$ cat src/rtl/mem_arb_pkg.sv
// Shared types for the unified SRAM port arbiter: FSM states, grant encoding, timer width.
// Pure declarations; no latency or flow control of its own.
package mem_arb_pkg;

    localparam int CNT_W = 4;

    typedef enum logic [1:0] {
        IDLE,
        ACC_IF,
        ACC_MEM
    } state_t;

    typedef enum logic [1:0] {
        GNT_NONE,
        GNT_IF,
        GNT_MEM
    } gnt_t;

endpackage

$ cat src/rtl/access_timer.sv
// Loadable down-counter that times one SRAM access; done flags a zero count.
// Load takes effect next cycle; dec holds at zero; there is no backpressure.
module access_timer
    import mem_arb_pkg::*;
(
    input  logic             clk,
    input  logic             rst,
    input  logic             load,
    input  logic             dec,
    input  logic [CNT_W-1:0] load_val,
    output logic [CNT_W-1:0] value,
    output logic             done
);

    logic [CNT_W-1:0] cnt_q, cnt_d;

    always_comb begin
        cnt_d = cnt_q;
        if (load) begin
            cnt_d = load_val;
        end else if (dec && (cnt_q != '0)) begin
            cnt_d = cnt_q - 1'b1;
        end
    end

    always_ff @(posedge clk) begin
        if (rst) begin
            cnt_q <= '0;
        end else begin
            cnt_q <= cnt_d;
        end
    end

    assign value = cnt_q;
    assign done  = (cnt_q == '0);

endmodule

$ cat src/rtl/mem_port_arbiter.sv
// Shares one SRAM between IF and MEM (MEM wins); ready pulses WAIT_CYCLES after the grant, then one IDLE cycle.
// Losers simply see ready=0 and stall. MEM_ARB_PERF_CNT_EN adds per-requester stall counters.
module mem_port_arbiter
    import mem_arb_pkg::*;
#(
    parameter int ADDR_W      = 16,
    parameter int DATA_W      = 16,
    parameter int WAIT_CYCLES = 1
)
(
    input  logic              clk,
    input  logic              rst,
    input  logic              if_req,
    input  logic [ADDR_W-1:0] if_addr,
    output logic [DATA_W-1:0] if_rdata,
    output logic              if_ready,
    input  logic              mem_rd_req,
    input  logic              mem_wr_req,
    input  logic [ADDR_W-1:0] mem_addr,
    input  logic [DATA_W-1:0] mem_wdata,
    output logic [DATA_W-1:0] mem_rdata,
    output logic              mem_ready,
    output logic              sram_en,
    output logic              sram_we,
    output logic [ADDR_W-1:0] sram_addr,
    output logic [DATA_W-1:0] sram_wdata,
    input  logic [DATA_W-1:0] sram_rdata
`ifdef MEM_ARB_PERF_CNT_EN
    ,
    output logic [31:0]       perf_if_stall,
    output logic [31:0]       perf_mem_stall
`endif
);

    localparam logic [CNT_W-1:0] LOAD_VAL = CNT_W'(WAIT_CYCLES - 1);

    state_t            state_q, state_d;
    gnt_t              gnt;
    logic [ADDR_W-1:0] addr_q, addr_d;
    logic [DATA_W-1:0] wdata_q, wdata_d;
    logic              we_q, we_d;
    logic              en_q, en_d;
    logic              tmr_load, tmr_dec, tmr_done;
    logic [CNT_W-1:0]  tmr_value;

    // MEM is the older instruction, so it always wins a simultaneous request.
    always_comb begin
        gnt = GNT_NONE;
        if (state_q == IDLE) begin
            if (mem_wr_req || mem_rd_req) begin
                gnt = GNT_MEM;
            end else if (if_req) begin
                gnt = GNT_IF;
            end
        end
    end

    assign tmr_load = (gnt != GNT_NONE);
    assign tmr_dec  = (state_q != IDLE);

    access_timer u_timer (
        .clk      (clk),
        .rst      (rst),
        .load     (tmr_load),
        .dec      (tmr_dec),
        .load_val (LOAD_VAL),
        .value    (tmr_value),
        .done     (tmr_done)
    );

    always_comb begin
        state_d   = state_q;
        addr_d    = addr_q;
        wdata_d   = wdata_q;
        we_d      = we_q;
        en_d      = en_q;
        if_ready  = 1'b0;
        mem_ready = 1'b0;
        if_rdata  = '0;
        mem_rdata = '0;
        case (state_q)
            IDLE: begin
                if (gnt == GNT_MEM) begin
                    state_d = ACC_MEM;
                    addr_d  = mem_addr;
                    wdata_d = mem_wdata;
                    we_d    = mem_wr_req;
                    en_d    = 1'b1;
                end else if (gnt == GNT_IF) begin
                    state_d = ACC_IF;
                    addr_d  = if_addr;
                    wdata_d = '0;
                    we_d    = 1'b0;
                    en_d    = 1'b1;
                end
            end
            ACC_IF, ACC_MEM: begin
                // Enable stays up until the final count of the access.
                en_d = (tmr_value != '0);
                if (tmr_done) begin
                    state_d = IDLE;
                    we_d    = 1'b0;
                    if (state_q == ACC_IF) begin
                        if_ready = 1'b1;
                        if_rdata = sram_rdata;
                    end else begin
                        mem_ready = 1'b1;
                        mem_rdata = we_q ? '0 : sram_rdata;
                    end
                end
            end
            default: state_d = IDLE;
        endcase
        if (rst) begin
            if_ready  = 1'b0;
            mem_ready = 1'b0;
            if_rdata  = '0;
            mem_rdata = '0;
        end
    end

    always_ff @(posedge clk) begin
        if (rst) begin
            state_q <= IDLE;
            addr_q  <= '0;
            wdata_q <= '0;
            we_q    <= 1'b0;
            en_q    <= 1'b0;
        end else begin
            state_q <= state_d;
            addr_q  <= addr_d;
            wdata_q <= wdata_d;
            we_q    <= we_d;
            en_q    <= en_d;
        end
    end

    assign sram_en    = en_q;
    assign sram_we    = we_q;
    assign sram_addr  = addr_q;
    assign sram_wdata = wdata_q;

`ifdef MEM_ARB_PERF_CNT_EN
    logic [31:0] perf_if_stall_q, perf_if_stall_d;
    logic [31:0] perf_mem_stall_q, perf_mem_stall_d;

    always_comb begin
        perf_if_stall_d  = perf_if_stall_q + 32'(if_req && !if_ready);
        perf_mem_stall_d = perf_mem_stall_q + 32'((mem_rd_req || mem_wr_req) && !mem_ready);
    end

    always_ff @(posedge clk) begin
        if (rst) begin
            perf_if_stall_q  <= '0;
            perf_mem_stall_q <= '0;
        end else begin
            perf_if_stall_q  <= perf_if_stall_d;
            perf_mem_stall_q <= perf_mem_stall_d;
        end
    end

    assign perf_if_stall  = perf_if_stall_q;
    assign perf_mem_stall = perf_mem_stall_q;
`endif

endmodule
$ cat config.mk
export PLATFORM = sky130hd
export DESIGN_NAME = mem_port_arbiter
export DESIGN_NICKNAME = d
export VERILOG_FILES = /design/src/rtl/mem_arb_pkg.sv /design/src/rtl/access_timer.sv /design/src/rtl/mem_port_arbiter.sv
export SDC_FILE = /design/constraint.sdc
export NUM_CORES = 1
export LEC_CHECK = 0
export CAP_MARGIN = 15
export CORE_MARGIN = 5
export CORE_UTILIZATION = 36
export DETAILED_ROUTE_END_ITERATION = 7
export PLACE_DENSITY = 0.87
export SKIP_LAST_GASP = 1
export SYNTH_ARGS = -nofsm -noshare
export SYNTH_HDL_FRONTEND = slang
export SYNTH_SLANG_ARGS = --single-unit
$ cat constraint.sdc
create_clock -name clk -period 3.3 [get_ports clk]
set_input_delay 0.495 -clock clk [delete_from_list [all_inputs] [get_ports clk]]
set_output_delay 0.495 -clock clk [all_outputs]
set_load 0.01 [all_outputs]
==> results.sh, run 1 <==
export IMPL_outcome="finished clean"
export IMPL_ys_seq_elements=40
export IMPL_power_leakage_nw=1.31
export IMPL_synthTopCellsByArea="dfxtp_1, mux2i_1, nor2_1, a211oi_1, nand2_1"
export IMPL_path_delay_family="simple AND/OR/NAND/NOR gates"
export IMPL_grt_max_degree=43
export IMPL_yosys_area_share_simple=0.276
export IMPL_layout_drive_gt1_share=0.0689
export IMPL_dr_first_iter_drc_count=112
export IMPL_path_clk_slew_ns=0.08
export IMPL_finalCritPeriodShare=0.954
export IMPL_final_hold_viol_count=0
export IMPL_pin_count=137
export IMPL_wl_per_cell_um=14.4
export IMPL_core_area_um2=5540
export IMPL_dieArea_um2=7380
export IMPL_cts_hold_buffers=0
export IMPL_worst_path_largest_cell_delay_ns=0.60
export IMPL_clock_root_buffer="clkbuf_8"
export IMPL_synthMuxAreaShare=0.0772
export IMPL_min_period_ns=3.15
export IMPL_clk_latency_ns=0.29
export IMPL_critical_path_class="flop to output port"
export IMPL_antenna_found_initial=0
export IMPL_min_from="sram_wdata[15]"
export IMPL_cp_end_kind="output port"
export IMPL_initial_core_util=0.374
export IMPL_fin_tns_setup_ns=0
export IMPL_via_per_inst=5.00
export IMPL_place_congestion=0.904
export IMPL_rr_endpoint="sram_wdata[11]"
export IMPL_cp_cell_sequence="inv_1 -> ha_1 -> or3b_1 -> or4_4 -> nor2_1 -> clkdlybuf4s50_1"
export IMPL_synth_adder_area_share=0.0483
export IMPL_rr_worst_depth=8
export IMPL_rr_startpoint="state_q[0]"
export IMPL_postRouteAntennaNets=0
export IMPL_synth_avg_cell_area_um2=7.82
export IMPL_synth_warnings=0
export IMPL_synth_compound_area_frac=0.148
export IMPL_hold_end="sram_wdata[15]"
export IMPL_yosysSeqAreaShare=0.386
export IMPL_critPathMaxFanout=15
export IMPL_rsz0062_at_grt="no"
export IMPL_grt_pass1_wl_mm=10.6
export IMPL_cp_depth=6
export IMPL_totalWireLength_mm=6.70
export IMPL_drv_slew=0
export IMPL_tightest_slew_ns=0.655
export IMPL_path_buf_inv=2
export IMPL_seqCellArea_um2=801
export IMPL_cts_setup_buffers=0
export IMPL_powerDensity_nw_per_um2=611
export IMPL_total_power_mw=2.18
export IMPL_area_growth_pct=72.5
export IMPL_worstPathRequired_ns=2.80
export IMPL_setup_violations=0
export IMPL_cts_tree="built"
export IMPL_synth_top_family_by_area="simple AND/OR/NAND/NOR gates"
export IMPL_min_path_cells=2
export IMPL_fmax_mhz=318
export IMPL_synth_nets=342
export IMPL_fin_skew_ns=0.00755
export IMPL_synthCells=265
export IMPL_hpwlAfterDp_mm=5.17
export IMPL_max_cap_violations=0
export IMPL_grt_pass1_vias=2252
export IMPL_overflow=0
export IMPL_hold_path_class="flop to flop"
export IMPL_cp_data_arrival_time_ns=2.65
export IMPL_r2r_slack_ns=0.74
export IMPL_yosysUniqueCellTypes=31
export IMPL_drc=0
export IMPL_route_vias_total=2319
export IMPL_num_rows=27
export IMPL_portBuffers=136
export IMPL_cpMaxStageDelayCell="or4_4"
export IMPL_synth_area_um2=2070
export IMPL_num_fill_cells=489
export IMPL_die_w_um=85.9
export IMPL_synth_top_area_frac=0.386
export IMPL_multiInputGateArea_um2=1140
export IMPL_final_nets=468
export IMPL_dr_pass1_iters=4
export IMPL_chipHeight_um=85.9
export IMPL_max_vdd_ir_drop_v=0.000412
export IMPL_slew_headroom=0.563
export IMPL_cp_start_kind="flop"
export IMPL_synth_top_cell_by_area="dfxtp_1"
export IMPL_synth_xor_area_frac=0
export IMPL_cts_buffers=5
export IMPL_clockBufferDepth=2
export IMPL_cts_sinks=40
export IMPL_cts_repair_resized=0
export IMPL_htreeDepth=2
export IMPL_num_antenna_cells=0
export IMPL_grt_usage=0.177
==> cell type report <==
type	instances	area share
Sequential cell	40	0.224
Timing Repair Buffer	141	0.391
Clock inverter	3	0.0119
Tap cell	72	0.0252
Inverter	9	0.00944
Clock buffer	5	0.0192
Multi-Input combinational cell	194	0.319
==> cell usage after synthesis <==
master and n:
ha_1 8, nor4_1 2, o21ai_0 5, or4_4 1, or3_1 4, dfxtp_1 40, nand3_1 18, buf_1 1
a211o_1 2, buf_2 2, a21oi_1 23, or4_1 1, or3b_1 1, nor2_2 9, clkbuf_1 17, nor3b_2 1
nor2_4 1, nand2b_1 3, mux2i_1 16, nor2b_1 2, nand4_1 1, nor3b_1 2, a211oi_1 18, nor2_1 37
inv_1 9, nand3b_1 1, o31ai_1 1, buf_6 2, nand2_1 35, o22ai_1 1, and2_1 1
==> worst reg2reg max path, delay by kind of cell, from the launching register on <==
| kind | cells | cell delay [ns] |
|---|---|---|
| buffers and inverters | 2 | 0.35 |
| AOI/OAI and AO/OA | 2 | 0.42 |
| and+or+nand+nor | 2 | 0.62 |
| adders and majority gates | 2 | 0.75 |
| DFF | 1 | 0.34 |
==> flip-flops by register name, summed over array words and instances (netlist names) <==
signal	cells
sram_addr	16
sram_en	1
sram_wdata	16
sram_we	1
state_q	2
u_timer.value	4
==> cell usage in the layout (no fill, tap or decap), types with 7 or more instances in the layout <==
master,instances
inv_1,9
nor2_1,37
ha_1,7
a211oi_1,18
nand2_1,35
nor2_2,9
clkdlybuf4s50_1,136
nand3_1,18
dfxtp_1,40
a21oi_1,23
mux2i_1,16
==> metal layers <==
metal  GRT usage  vias up  share of wire
li1            -     1151              -
met1       0.200     1037           0.40
met2       0.308      122           0.47
met3      0.0586        9           0.11
met4      0.0619        0          0.020
met5           0        -              0
==> stage by stage <==
step | util | setup slack (ns) | hold WS (ns) | std cells | area, um2
global route | 0.646 | 0.0602 | 0.475 | 464 | 3580
detailed placement | 0.624 | 0.435 | 0.445 | 455 | 3460
CTS | 0.644 | 0.0981 | 0.456 | 463 | 3570
finish | 0.646 | 0.152 | 0.455 | 464 | 3580
floorplan | - | 1.00 | 0.460 | 265 | 2070
global placement | 0.624 | 0.552 | 0.437 | 455 | 3460
==> power by group <==
part | leakage (nW) | switching [mW] | internal [mW]
sequential | 0.328 | 0.0640 | 0.609
combinational | 0.932 | 0.573 | 0.539
clock | 0.0541 | 0.176 | 0.224
total | 1.31 | 0.813 | 1.37
==> how the worst max path moves through the flow <==
stage                     slack (ns)              from             to
after floorplan                 1.00        state_q[0]  sram_wdata[1]
after global placement          0.55               rst   mem_rdata[2]
after detailed placement        0.44  u_timer.value[0]   if_rdata[13]
after CTS                        0.1  u_timer.value[1]   if_rdata[13]
after global routing            0.06  u_timer.value[0]   mem_rdata[2]
final                           0.15  u_timer.value[1]   mem_rdata[1]
==> cells by family (layout without fill, tap and decap cells) <==
| group | Yosys count | in the layout |
|---|---|---|
| fa+ha+maj | 8 | 8 |
| mux | 16 | 16 |
| compound gates | 50 | 50 |
| flops | 40 | 40 |
| simple gates | 120 | 120 |
| buf+inv | 31 | 158 |
Note: power is estimated with default switching activity, not from simulation.
==> run 2, diff against run 1 <==
--- a/config.mk
+++ b/config.mk
@@ -10,6 +10,7 @@
 export CORE_UTILIZATION = 36
 export DETAILED_ROUTE_END_ITERATION = 7
 export PLACE_DENSITY = 0.87
+export SKIP_CTS_REPAIR_TIMING = 1
 export SKIP_LAST_GASP = 1
 export SYNTH_ARGS = -nofsm -noshare
 export SYNTH_HDL_FRONTEND = slang
==> results of run 2 <==
No change in the layout: final DEF, timing and power equal those of run 1.
